$ cat config.mk
export PLATFORM = sky130hd
export DESIGN_NAME = surf_id_reader
export DESIGN_NICKNAME = d
export VERILOG_FILES = /design/src/rtl/surf_id_reader.sv
export SDC_FILE = /design/constraint.sdc
export NUM_CORES = 1
export LEC_CHECK = 0
export ABC_AREA = 1
export ABC_CLOCK_PERIOD_IN_PS = 3000
export CAP_MARGIN = 20
export CELL_PAD_IN_SITES_DETAIL_PLACEMENT = 1
export CELL_PAD_IN_SITES_GLOBAL_PLACEMENT = 1
export CORE_MARGIN = 1.5
export CORE_UTILIZATION = 45
export CTS_CLUSTER_DIAMETER = 40
export CTS_CLUSTER_SIZE = 40
export DETAILED_ROUTE_END_ITERATION = 8
export DONT_BUFFER_PORTS = 1
export PLACE_DENSITY = 0.82
export SLEW_MARGIN = 20
export SYNTH_ARGS = -nofsm -noshare
export SYNTH_HDL_FRONTEND = slang
export SYNTH_SLANG_ARGS = --single-unit
$ cat constraint.sdc
create_clock -name wb_clk_i -period 3 [get_ports wb_clk_i]
set_clock_uncertainty 0.2 [all_clocks]
set_input_delay 0.6 -clock wb_clk_i [delete_from_list [all_inputs] [get_ports wb_clk_i]]
set_output_delay 0.6 -clock wb_clk_i [all_outputs]
set_load 0.05 [all_outputs]
$ cat src/rtl/surf_id_reader.sv
// rtl/surf_id_reader.sv - Wishbone initiator that fetches DEVICE, VERSION and DNA from the SURF ID target
//
// Ports:
//   wb_clk_i, wb_rst_i       clock, synchronous active-high reset
//   start_i                  pulse: launch a read sequence (ignored while busy_o)
//   wb_cyc_o .. wb_sel_o     initiator side of the wishbone segment
//   wb_dat_i, wb_ack_i,      target responses; wb_rty_i is handled like wb_err_i
//   wb_err_i, wb_rty_i
//   device_o, version_o,     ID values, latched only when a sequence completes cleanly
//   dna_o, ctrlstat_o
//   busy_o                   sequence in progress
//   done_o, err_o            sticky outcome of the last sequence, cleared by the next start
//
// Build option: define SURF_ID_READER_CTRLSTAT_EN to add a ctrlstat read (offset 0x00C)
// before DONE; without it ctrlstat_o is tied to 0.

module surf_id_reader #(
  parameter int                     WB_ADR_BITS = 11,
  parameter logic [WB_ADR_BITS-1:0] BASE_ADDR   = '0,
  parameter int                     DNA_BITS    = 96,
  parameter int                     TIMEOUT     = 255,
  parameter bit                     AUTO_START  = 1'b1
) (
  input  logic                   wb_clk_i,
  input  logic                   wb_rst_i,
  input  logic                   start_i,
  output logic                   wb_cyc_o,
  output logic                   wb_stb_o,
  output logic                   wb_we_o,
  output logic [WB_ADR_BITS-1:0] wb_adr_o,
  output logic [31:0]            wb_dat_o,
  output logic [3:0]             wb_sel_o,
  input  logic [31:0]            wb_dat_i,
  input  logic                   wb_ack_i,
  input  logic                   wb_err_i,
  input  logic                   wb_rty_i,
  output logic [31:0]            device_o,
  output logic [31:0]            version_o,
  output logic [DNA_BITS-1:0]    dna_o,
  output logic [31:0]            ctrlstat_o,
  output logic                   busy_o,
  output logic                   done_o,
  output logic                   err_o
);

  localparam logic [6:0]  DNA_LAST  = 7'(DNA_BITS - 1);
  localparam logic [15:0] TMO_LIMIT = 16'(TIMEOUT);

  typedef enum logic [3:0] {
    S_IDLE,
    S_RD_DEV,
    S_RD_VER,
    S_WR_DNA,
    S_RD_DNA,
`ifdef SURF_ID_READER_CTRLSTAT_EN
    S_RD_CTRL,
`endif
    S_DONE,
    S_ERR
  } state_t;

  state_t              state_q, state_d;
  logic                gap_q, gap_d;     // bus state is idling its one-cycle gap before the strobe
  logic                first_q;          // first cycle after reset release, for AUTO_START
  logic [15:0]         tmo_q;
  logic [6:0]          cnt_q;
  logic [DNA_BITS-1:0] shreg_q, shreg_nx;
  logic [31:0]         dev_q, ver_q, dev_nx, ver_nx;
  logic                in_bus, bus_act, abort_rsp, ack_ok, launch;

  always_comb begin
    in_bus = 1'b0;
    case (state_q)
      S_RD_DEV, S_RD_VER, S_WR_DNA, S_RD_DNA: in_bus = 1'b1;
`ifdef SURF_ID_READER_CTRLSTAT_EN
      S_RD_CTRL: in_bus = 1'b1;
`endif
      default: in_bus = 1'b0;
    endcase
  end

  assign bus_act   = in_bus && !gap_q;
  // err/rty beat a coincident ack
  assign abort_rsp = bus_act && (wb_err_i || wb_rty_i);
  assign ack_ok    = bus_act && wb_ack_i && !(wb_err_i || wb_rty_i);
  assign launch    = (state_q == S_IDLE) && (start_i || (AUTO_START && first_q));
  assign busy_o    = (state_q != S_IDLE);

  always_ff @(posedge wb_clk_i) begin
    if (wb_rst_i) begin
      state_q <= S_IDLE;
      gap_q   <= 1'b0;
      first_q <= 1'b1;
    end else begin
      state_q <= state_d;
      gap_q   <= gap_d;
      first_q <= 1'b0;
    end
  end

  always_comb begin
    state_d = state_q;
    gap_d   = 1'b0;
    case (state_q)
      S_IDLE: begin
        if (launch) state_d = S_RD_DEV;
      end
      S_DONE, S_ERR: state_d = S_IDLE;
      S_RD_DEV, S_RD_VER, S_WR_DNA, S_RD_DNA
`ifdef SURF_ID_READER_CTRLSTAT_EN
      , S_RD_CTRL
`endif
      : begin
        if (gap_q) begin
          gap_d = 1'b0;
        end else if (abort_rsp) begin
          state_d = S_ERR;
        end else if (ack_ok) begin
          // the target's ack toggles, so every follow-on strobe needs a quiet cycle first
          gap_d = 1'b1;
          case (state_q)
            S_RD_DEV: state_d = S_RD_VER;
            S_RD_VER: state_d = S_WR_DNA;
            S_WR_DNA: state_d = S_RD_DNA;
            S_RD_DNA: begin
              if (cnt_q == DNA_LAST) begin
`ifdef SURF_ID_READER_CTRLSTAT_EN
                state_d = S_RD_CTRL;
`else
                state_d = S_DONE;
                gap_d   = 1'b0;
`endif
              end
            end
`ifdef SURF_ID_READER_CTRLSTAT_EN
            S_RD_CTRL: begin
              state_d = S_DONE;
              gap_d   = 1'b0;
            end
`endif
            default: state_d = S_IDLE;
          endcase
        end else if (tmo_q == TMO_LIMIT) begin
          state_d = S_ERR;
        end
      end
      default: state_d = S_IDLE;
    endcase
  end

  // Next values of the shadow registers, so the DONE-entry latch sees the final read
  assign shreg_nx = (ack_ok && state_q == S_RD_DNA) ? {wb_dat_i[0], shreg_q[DNA_BITS-1:1]} : shreg_q;
  assign dev_nx   = (ack_ok && state_q == S_RD_DEV) ? wb_dat_i : dev_q;
  assign ver_nx   = (ack_ok && state_q == S_RD_VER) ? wb_dat_i : ver_q;

  always_ff @(posedge wb_clk_i) begin
    if (wb_rst_i) begin
      tmo_q     <= '0;
      cnt_q     <= '0;
      shreg_q   <= '0;
      dev_q     <= '0;
      ver_q     <= '0;
      device_o  <= '0;
      version_o <= '0;
      dna_o     <= '0;
      done_o    <= 1'b0;
      err_o     <= 1'b0;
    end else begin
      // counts cycles of an outstanding strobe; zero on the first strobe cycle
      tmo_q   <= (bus_act && !wb_ack_i && !abort_rsp) ? tmo_q + 16'd1 : 16'd0;
      shreg_q <= shreg_nx;
      dev_q   <= dev_nx;
      ver_q   <= ver_nx;
      if (state_q == S_IDLE) begin
        cnt_q <= '0;
      end else if (ack_ok && state_q == S_RD_DNA) begin
        cnt_q <= cnt_q + 7'd1;
      end
      if (launch) begin
        done_o <= 1'b0;
        err_o  <= 1'b0;
      end
      if (state_d == S_DONE) begin
        device_o  <= dev_nx;
        version_o <= ver_nx;
        dna_o     <= shreg_nx;
        done_o    <= 1'b1;
        err_o     <= 1'b0;
      end
      if (state_d == S_ERR) begin
        done_o <= 1'b0;
        err_o  <= 1'b1;
      end
    end
  end

`ifdef SURF_ID_READER_CTRLSTAT_EN
  // RD_CTRL is the only way into DONE, so its ack data is the word to keep
  always_ff @(posedge wb_clk_i) begin
    if (wb_rst_i) begin
      ctrlstat_o <= '0;
    end else if (state_d == S_DONE) begin
      ctrlstat_o <= wb_dat_i;
    end
  end
`else
  assign ctrlstat_o = 32'd0;
`endif

  always_comb begin
    wb_cyc_o = bus_act;
    wb_stb_o = bus_act;
    wb_we_o  = 1'b0;
    wb_adr_o = '0;
    wb_dat_o = '0;
    wb_sel_o = '0;
    if (bus_act) begin
      wb_sel_o = 4'hF;
      case (state_q)
        S_RD_DEV: wb_adr_o = BASE_ADDR;
        S_RD_VER: wb_adr_o = BASE_ADDR + WB_ADR_BITS'(4);
        S_WR_DNA: begin
          // bit 31 of the DNA word reloads the target's DNA shifter
          wb_adr_o = BASE_ADDR + WB_ADR_BITS'(8);
          wb_we_o  = 1'b1;
          wb_dat_o = 32'h8000_0000;
          wb_sel_o = 4'b1000;
        end
        S_RD_DNA: wb_adr_o = BASE_ADDR + WB_ADR_BITS'(8);
`ifdef SURF_ID_READER_CTRLSTAT_EN
        S_RD_CTRL: wb_adr_o = BASE_ADDR + WB_ADR_BITS'(12);
`endif
        default: wb_adr_o = '0;
      endcase
    end
  end

endmodule
# ---- Yosys cells after proc, flatten, opt, wreduce, memory -nomap -nowiden
# Index checks and enable logic that the tools add are counted.
# Widths: inputs -> output; s select.
dict set report totals {
  inputBits 38
  wordCells 79
  ram_bits 0
  output_inout_bits 245
  mem_count 0
  latchBits 0
  romBits 0
  reg_bits 351
}
dict set report classes {
  bitwise 3
  order_cmp 0
  shift 0
  n_addsub 2
  n_eq_ne 8
  n_mux 27
  n_reduce_logical 26
  div 0
  multipliers 0
}
# op n
set op_table {}
lappend op_table {{$mux 32} 4}
lappend op_table {{$mux 96} 1}
lappend op_table {{$mux 4} 8}
lappend op_table {{$add 16x1->16 const B} 1}
lappend op_table {{$eq 16x8->1 const B} 1}
lappend op_table {{$pmux 4 s2} 2}
lappend op_table {{$pmux 4 s4} 1}
lappend op_table {{$eq 4x3->1 const B} 3}
lappend op_table {{$logic_and 1x1->1} 10}
lappend op_table {{$mux 1} 10}
lappend op_table {{$eq 4x2->1 const B} 2}
lappend op_table {{$reduce_or 2->1} 4}
lappend op_table {{$add 7x1->7 const B} 1}
lappend op_table {{$eq 7x7->1 const B} 1}
lappend op_table {{$reduce_or 5->1} 1}
lappend op_table {{$eq 4x1->1 const B} 1}
lappend op_table {{$logic_not 1->1} 4}
lappend op_table {{$logic_not 4->1} 1}
lappend op_table {{$reduce_bool 4->1} 1}
lappend op_table {{$reduce_or 4->1} 1}
lappend op_table {{$mux 3} 1}
lappend op_table {{$not 1->1} 3}
lappend op_table {{$reduce_bool 3->1} 1}
lappend op_table {{$logic_or 1x1->1} 2}
lappend op_table {{$reduce_bool 2->1} 1}

# ---- Depth between registers and ports, before layout
# Gate-level depths: netlist of the first run.
dict set report logic_depth {
  word_depth 13
  ltp_mapped 17
  ltp_nobuf 15
}

# ---- Worst setup path before layout of the first run
# No wires, ideal clock.
dict set report synth_timing {
  kind {register to output}
  start {reg state_q[3]}
  end {out wb_dat_o[31]}
  path_buffers 1
  t_arrival_ns 2.048
  t_required_ns 2.200
  slack_ns 0.152
  path_stages_with_launch 5
  cell_sequence {dfxtp_1 nor2_2 nand2_1 nor3_1 buf_4}
}
dict set report synth_between {
  elab_chain_len 5
  word_cells_on_any_way 9
  cone_classes {eq/ne: 4; mux: 3; reduce/logical: 2}
}
# item line
set synth_lines {}
lappend synth_lines {{from (decl)} 62} ;# state_t state_q, state_d;
lappend synth_lines {{from (signal assigned)} 95} ;# state_q <= state_d;
lappend synth_lines {{$eq 4x3->1, or another cell as far along} 73} ;# case (state_q)
lappend synth_lines {{$reduce_or 4->1} 73}
lappend synth_lines {{$mux 1} 73}
lappend synth_lines {{$logic_and 1x1->1} 82} ;# assign bus_act = in_bus && !gap_q;
lappend synth_lines {{$mux 32 (*)} 217} ;# if (bus_act) begin
lappend synth_lines {{to (decl)} 31} ;# output logic [31:0] wb_dat_o,
# Mark *: on every way between the ends. The rest lies on a longest branch, timed or not.

# ---- Worst setup path after layout of the first run
dict set report layout_timing {
  start {reg state_q[1]}
  end {reg shreg_q[69]}
}
dict set report layout_between {
  elab_chain_len 8
  word_cells_on_any_way 11
  cone_classes {eq/ne: 4; mux: 2; reduce/logical: 5}
}
# item line
set layout_lines {}
lappend layout_lines {{$eq 4x3->1, or another cell as far along} {73, 152}}
lappend layout_lines {{$reduce_or 4->1} 73}
lappend layout_lines {{$mux 1} 73}
lappend layout_lines {{$logic_and 1x1->1} 82}
lappend layout_lines {{$logic_and 1x1->1 (2 in a row)} 85} ;# assign ack_ok = bus_act && wb_ack_i && !(wb_err_i || wb_rty_i);
lappend layout_lines {{$logic_and 1x1->1 (*)} 152} ;# assign shreg_nx = (ack_ok && state_q == S_RD_DNA) ? {wb_dat_i[0], shreg_q[DNA_BITS-1:1]} : shreg_q;
lappend layout_lines {{$mux 96 (*)} 152}
lappend layout_lines {{to (signal assigned)} 171} ;# shreg_q <= shreg_nx;
lappend layout_lines {{to (decl)} 67} ;# logic [DNA_BITS-1:0] shreg_q, shreg_nx;
# Marked as above.
# A chain may end at the register's enable or synchronous reset.

==> impl_metrics.sql, run 1 <==
INSERT INTO impl_metrics (metric_group, metric, value, unit) VALUES
('outcome', 'run_status', 'finished, final reports clean', ''),
('finish', 'area_growth_syn_to_layout', '15.7', '%'),
('setup_path', 'crit_chain', 'nor2_1 -> nand2_2 -> nand3_4 -> nand3_2 -> nor2_4 -> inv_2 -> buf_16 -> nand2_1 -> o21ai_1 -> nor2_1 -> dlygate4sd3_1', ''),
('global_routing', 'number_of_global_route_vias_before_repair', '12634', ''),
('setup_path', 'crit_path_max_incr_delay', '0.58', 'ns'),
('drt', 'drt_first_pass_iters', '7', ''),
('run', 'max_cap_viol_count', '0', ''),
('setup_path', 'crit_path_max_fanout', '44', ''),
('synthesis', 'yosys.cell_count.top_type', 'nor2_1', ''),
('synthesis', 'netlist_top_cells_area', 'dfxtp_1 49%, nor2_1 10%, nand2_1 8.6%', ''),
('synthesis', 'synth_enable_flop_cells', '0', ''),
('sta', 'postLayoutSetupSlackWorst', '0.124', 'ns'),
('synthesis', 'synth_ff_type', 'dfxtp_1', ''),
('die', 'core', '31600', 'sq um'),
('placement', 'placement.setup.worst_slack', '0.127', 'ns'),
('die', 'std_cell_rows', '65', ''),
('setup_path', 'worst-setup-path-type', 'reg -> reg', ''),
('sta', 'slew_headroom', '18.6', '%'),
('synthesis', 'mappedNetlistArea', '14500', 'sq um'),
('clock_network', 'cts_made_buffers', '50', ''),
('sta', 'report.final.slew_viol_count', '0', ''),
('placement', 'port-buffer-count', '0', ''),
('global_routing', 'antenna_found_initial', '0', ''),
('sta', 'finalWorstPathRequiredPeriod', '2.88', 'ns'),
('sta', 'timing.final.setup_violations', '0', ''),
('sta', 'setup_total_negative_slack', '0', 'ns'),
('drt', 'routedWlPerCell', '17.0', 'um'),
('clock_network', 'h-tree-depth', '2', ''),
('synthesis', 'synth_sequential_area_ratio', '48.6', '%'),
('die', 'floorplan.die.height', '182', 'um'),
('synthesis', 'yosys-top-cells-count', '386 x nor2_1, 351 x dfxtp_1, 330 x nand2_1', ''),
('global_routing', 'gr-total-overflow', '0', ''),
('drt', 'finalWirelength', '40600', 'um'),
('die', 'die-area', '33200', 'sq um'),
('sta', 'worstMarginPinSlew', '1.21', 'ns'),
('setup_path', 'worst-endpoint-arrival', '3.18', 'ns'),
('finish', 'nets', '1986', ''),
('sta', 'setup_repair_after_global_routing_missed_its_margin', 'true', ''),
('clock_network', 'cts.root.buffer_cell', 'clkbuf_16', ''),
('placement', 'dp_cell_count', '2253', ''),
('setup_path', 'startpoint_type', 'flop', ''),
('drt', 'post-route-drc-count', '0', ''),
('placement', 'dp_hpwl', '22700', 'um'),
('finish', 'antenna-diode-count', '0', ''),
('synthesis', 'synth.distinct_cells', '36', ''),
('clock_network', 'cts_tree', 'built', ''),
('clock_network', 'clkLatencyLatePin', '0.56', 'ns'),
('synthesis', 'synth_top_cell_by_area', 'dfxtp_1', ''),
('finish', 'instances_no_fill', '2390', ''),
('setup_path', 'timing.critical_path.slowest_stage_cell', 'dlygate4sd3_1', ''),
('synthesis', 'postSynthAreaPerCell', '7.40', 'sq um'),
('finish', 'multiInputGateArea', '5950', 'sq um'),
('die', 'fp.dieW', '182', 'um'),
('placement', 'dpl_cell_area', '14400', 'sq um'),
('die', 'num_io_pins', '283', ''),
('synthesis', 'yosys_warnings', '0', ''),
('setup_path', 'crit_path_frequent_cell', 'nor2_1', ''),
('clock_network', 'clk_path_buf_depth', '3', ''),
('drt', 'num_vias', '12524', ''),
('global_routing', 'grt_pass1_wl', '63500', 'um'),
('clock_network', 'tritoncts_num_sinks', '351', ''),
('global_routing', 'grtUsageTotal', '23.1', '%'),
('synthesis', 'synth_largest_type_area_fraction', '48.6', '%'),
('synthesis', 'postSynth.asyncResetShare', '0', '%'),
('sta', 'fmax', '0.348', 'GHz'),
('finish', 'nFillCells', '3913', ''),
('worst_hold_path', 'holdCritPathClass', 'in -> reg', ''),
('synthesis', 'ys_ff_latch', '351', ''),
('drt', 'drt_first_iter_violations', '715', ''),
('drt', 'average_vias_per_placed_instance', '5.24', ''),
('global_routing', 'maximum_number_of_pins_on_one_net_before_global_route_repair', '134', '');
stage by stage:
step	util (%)	total power [uW]	hold WS, ns
global route	53.0	12000	0.0599
CTS	52.5	11700	0.00318
detailed placement	45.6	5380	0.254
finish	53.0	11700	0.0648
global placement	45.6	5380	0.228
floorplan	-	5400	0.218
metal layers:
layer / wire, um / global-route usage (%)
met2: 20000 / 40.8
met1: 16500 / 26.4
met4: 1370 / 8.46
met3: 2760 / 6.79
met5: 0 / 0
final timing paths:
path	startpoint	endpoint	slack (ns)	cells after the start
min	wb_rst_i	dna_o[77]$_SDFFE_PP0P_	0.06	3
max	state_q[1]$_SDFF_PP0_	shreg_q[69]$_SDFF_PP0_	0.12	11
min reg2reg	tmo_q[0]$_SDFF_PP0_	tmo_q[0]$_SDFF_PP0_	0.26	1
max reg2reg	state_q[1]$_SDFF_PP0_	shreg_q[69]$_SDFF_PP0_	0.12	11
report_power, final:
group | total, uW | internal [uW] | switching, uW | leakage, uW
logic | 646 | 126 | 520 | 0.00332
clock network | 6310 | 3990 | 2320 | 0.000891
registers | 4710 | 4670 | 33.7 | 0.00283
area by class of cell:
| cell class | count | share of cell area, % |
|---|---|---|
| sequential | 351 | 42.0 |
| multi-input combinational | 1349 | 35.5 |
| clock buffer | 59 | 8.12 |
| timing repair buffer | 83 | 6.12 |
| tap | 402 | 3.01 |
| clock inverter | 35 | 2.71 |
| inverter | 111 | 2.50 |
what timing repair did:
| action | CTS | global route |
|---|---|---|
| hold endpoints to repair | 166 | 0 |
| setup endpoints to repair | 0 | 157 |
| hold buffers | 34 | 0 |
| setup buffers | 0 | 4 |
| gates resized for setup | 0 | 12 |
worst max-delay path: cells and delay by family (launching register included):
kind / cells / cell delay, ns
simple gates: 7 / 1.18
buf+inv: 3 / 0.99
flops: 1 / 0.35
compound gates: 1 / 0.10
cell families after synthesis:
| group | Yosys count | share of synthesized area (%) |
|---|---|---|
| xor+xnor | 3 | 0.182 |
| simple gates | 921 | 26.2 |
| other cells | 1 | 0.0259 |
| fa+ha+maj | 2 | 0.173 |
| buf+inv | 328 | 12.6 |
| mux | 1 | 0.0692 |
| flops | 351 | 48.6 |
| compound gates | 347 | 12.1 |
cells in the final DEF, fill, tap and decap left out, drive strengths merged:
| cell type | n |
|---|---|
| o21ai | 132 |
| buf | 47 |
| xnor2 | 2 |
| nor4 | 3 |
| clkbuf | 62 |
| o21bai | 1 |
| nand4 | 7 |
| nand3 | 169 |
| nand2 | 336 |
| and3 | 2 |
| a31o | 1 |
| nor3 | 8 |
| conb | 73 |
| ha | 2 |
| xor2 | 1 |
| bufinv | 8 |
| dfxtp | 351 |
| o31ai | 1 |
| nor2 | 392 |
| a21oi | 209 |
| inv | 121 |
| mux2i | 1 |
| or2 | 4 |
| clkinvlp | 2 |
| clkinv | 15 |
| dlygate4sd3 | 33 |
| nor3b | 2 |
| o21a | 3 |
sequential cells by signal (all words and copies together), names as in the netlist:
register   count
dna_o         96
shreg_q       96
dev_q         32
device_o      32
ver_q         32
version_o     32
tmo_q         16
cnt_q          7
state_q        4
done_o         1
err_o          1
first_q        1
gap_q          1
Note: power is estimated with default switching activity, not from simulation.
==> inputs of run 2 (changes only) <==
CAP_MARGIN = not set   (was 20)
CORE_ASPECT_RATIO = 1.5   (was not set)
==> run 2 against run 1 <==
Effect of this change: clock power decreased by 20%; sequential share of layout area is 1.4 points higher; design area decreased by 3.3%; critical path type unchanged.
==> impl_metrics.sql, run 2 (synthesis results as in run 1) <==
INSERT INTO impl_metrics (metric_group, metric, value, unit) VALUES
('setup_path', 'crit_path_max_fanout', '34', ''),
('sta', 'timing.final.setup_violations', '0', ''),
('drt', 'finalWirelength', '38900', 'um'),
('finish', 'final_design_area_no_fill', '16200', 'sq um'),
('finish', 'instances_no_fill', '2367', ''),
('pwr', 'power_frac_clock', '48.8', '%'),
('pwr', 'intPower', '7740', 'uW'),
('global_routing', 'gr-total-overflow', '0', ''),
('pwr', 'power_per_cell_area', '642', 'nW/um^2'),
('sta', 'worstMarginPinSlew', '0.695', 'ns'),
('sta', 'setup_repair_after_global_routing_missed_its_margin', 'false', ''),
('drt', 'num_vias', '12365', ''),
('placement', 'dpl_cell_area', '14400', 'sq um'),
('setup_path', 'timing.critical_path.slowest_stage_cell', 'dlygate4sd3_1', ''),
('global_routing', 'grt_util_met1', '24.6', '%'),
('placement', 'dp_cell_count', '2261', ''),
('drt', 'routedWlPerCell', '16.4', 'um'),
('clock_network', 'cts_tree', 'built', ''),
('finish', 'final_util', '51.0', '%'),
('drt', 'drt.antenna.violating_nets', '0', ''),
('global_routing', 'maximum_number_of_pins_on_one_net_before_global_route_repair', '132', ''),
('clock_network', 'clkLatencyLatePin', '0.53', 'ns'),
('clock_network', 'clk_transition_reported_paths', '0.07', 'ns'),
('die', 'std_cell_rows', '80', ''),
('die', 'fp.dieW', '149', 'um'),
('clock_network', 'post-cts-setup-buffer-count', '0', ''),
('sta', 'slew_headroom', '53.2', '%'),
('drt', 'drt_first_iter_violations', '404', ''),
('finish', 'area_growth_syn_to_layout', '11.9', '%'),
('pwr', 'leakage', '0.00673', 'uW'),
('global_routing', 'grtUsageTotal', '23.4', '%'),
('global_routing', 'grtUsageMet3', '5.83', '%'),
('sta', 'finalHoldViolations', '0', ''),
('drt', 'drt_first_pass_iters', '4', ''),
('finish', 'nFillCells', '3963', ''),
('sta', 'final.period_utilization', '94.3', '%'),
('global_routing', 'grt-busiest-layer', 'met2', ''),
('clock_network', 'clk_path_buf_depth', '3', ''),
('clock_network', 'cts.root.buffer_cell', 'clkbuf_16', ''),
('pwr', 'power_switching_share', '25.5', '%'),
('global_routing', 'antenna_found_initial', '0', ''),
('sta', 'report.final.slew_viol_count', '0', ''),
('finish', 'final_layout_size_suffix_gt1_share', '7.05', '%'),
('sta', 'finalWorstPathRequiredPeriod', '2.83', 'ns'),
('pwr', 'share_seq_of_total_power', '45.3', '%'),
('clock_network', 'tritoncts_num_sinks', '351', ''),
('placement', 'port-buffer-count', '0', ''),
('placement', 'gp_congestion', '0.801', ''),
('finish', 'most-common-layout-cells', '384 x nor2_1, 351 x dfxtp_1, 328 x nand2_1', ''),
('run', 'max_cap_viol_count', '0', ''),
('setup_path', 'startpoint_type', 'flop', ''),
('global_routing', 'grt_pass1_wl', '63900', 'um'),
('global_routing', 'grt_use_met2', '44.1', '%'),
('worst_hold_path', 'holdCritPathClass', 'in -> reg', ''),
('sta', 'setup_total_negative_slack', '0', 'ns'),
('placement', 'dp_hpwl', '24100', 'um'),
('sta', 'fmax', '0.353', 'GHz'),
('die', 'floorplan.die.height', '223', 'um'),
('setup_path', 'crit_path_max_incr_delay', '0.56', 'ns'),
('clock_network', 'cts_made_buffers', '38', ''),
('finish', 'antenna-diode-count', '0', ''),
('setup_path', 'crit_chain', 'nor2_2 -> nand2_1 -> nand3_4 -> nand3_2 -> nor2_4 -> clkinv_2 -> buf_4 -> o21ai_0 -> nor2_1 -> dlygate4sd3_1', ''),
('setup_path', 'worst-setup-path-type', 'reg -> reg', ''),
('pwr', 'peak_vdd_ir', '0.443', 'mV'),
('die', 'die-area', '33200', 'sq um'),
('drt', 'post-route-drc-count', '0', ''),
('die', 'core', '31700', 'sq um'),
('setup_path', 'required', '3.22', 'ns'),
('clock_network', 'h-tree-depth', '2', ''),
('sta', 'hold_ws', '0.103', 'ns'),
('die', 'num_io_pins', '283', ''),
('die', 'start_util', '45.6', '%'),
('pwr', 'combPwrFrac', '5.9', '%'),
('finish', 'largest_registers', 'dna_o: 96 flops, shreg_q: 96 flops', ''),
('finish', 'nets', '1968', ''),
('global_routing', 'number_of_global_route_vias_before_repair', '12987', ''),
('outcome', 'run_status', 'finished, final reports clean', ''),
('setup_path', 'worst-endpoint-arrival', '3.05', 'ns'),
('finish', 'most_common_cell_after_layout_fill_and_taps_aside', 'nor2_1', ''),
('pwr', 'switchingPower', '2650', 'uW'),
('setup_path', 'end_kind', 'flop', ''),
('drt', 'average_vias_per_placed_instance', '5.22', '');
==> run 2: changes by cell type in the layout (fill, tap and decap cells not counted), sizes merged <==
cell / change
nand2: -1
clkinv: -9
buf: -4
bufinv: -3
clkinvlp: +1
inv: +2
dlygate4sd3: +2
clkbuf: -19
==> run 2: area by class of cell <==
cell class                 count  area (sq um)  area share (%)
sequential                   351          7030            43.4
multi-input combinational   1348          5930            36.6
clock buffer                  43          1010            6.24
timing repair buffer          78           926            5.72
tap                          410           513            3.17
inverter                     111           423            2.61
clock inverter                26           363            2.24
==> run 2: worst paths after layout <==
kind	start	end	slack, ns	cells past startpoint
min	wb_rst_i	cnt_q[1]$_SDFFE_PP0P_	0.10	3
min reg2reg	tmo_q[0]$_SDFF_PP0_	tmo_q[0]$_SDFF_PP0_	0.25	1
max reg2reg	state_q[3]$_SDFF_PP0_	shreg_q[49]$_SDFF_PP0_	0.17	10
max	state_q[3]$_SDFF_PP0_	shreg_q[49]$_SDFF_PP0_	0.17	10
==> run 2: what timing repair did <==
action | CTS | global route
hold buffers | 36 | 0
endpoints found under the setup margin | 0 | 34
gates resized for setup | 0 | 6
endpoints found under the hold margin | 166 | 0
==> run 2: critical path, delay by kind of cell (launching register included) <==
kind / cells / cell delay, ns
and+or+nand+nor: 6 / 1.00
DFF: 1 / 0.32
AOI/OAI and AO/OA: 1 / 0.29
buffers and inverters: 3 / 0.90
==> run 2: power by group through the flow <==
stage               sequential [uW]  combinational (uW)  clock (uW)
finish                         4700                 618        5070
global route                   4700                 664        5390
CTS                            4700                 610        5180
detailed placement             4810                 572           0
global placement               4810                 562           0
floorplan                      4800                 596           0
==> run 2: per-stage QoR <==
stage / power, uW / setup WS, ns
final: 10400 / 0.171
after global routing: 10800 / 0.00295
after CTS: 10500 / 0.0635
after detailed placement: 5380 / 0.207
after global placement: 5370 / 0.290
after floorplan: 5400 / 0.152
==> run 2: layer usage <==
metal	part of all wire, %	wire length, um	vias to the layer above
met3	5.7	2220	59
met2	53	20700	248
met4	2.6	994	0
li1	-	-	6062
met1	38	14900	5996
met5	0	0	-
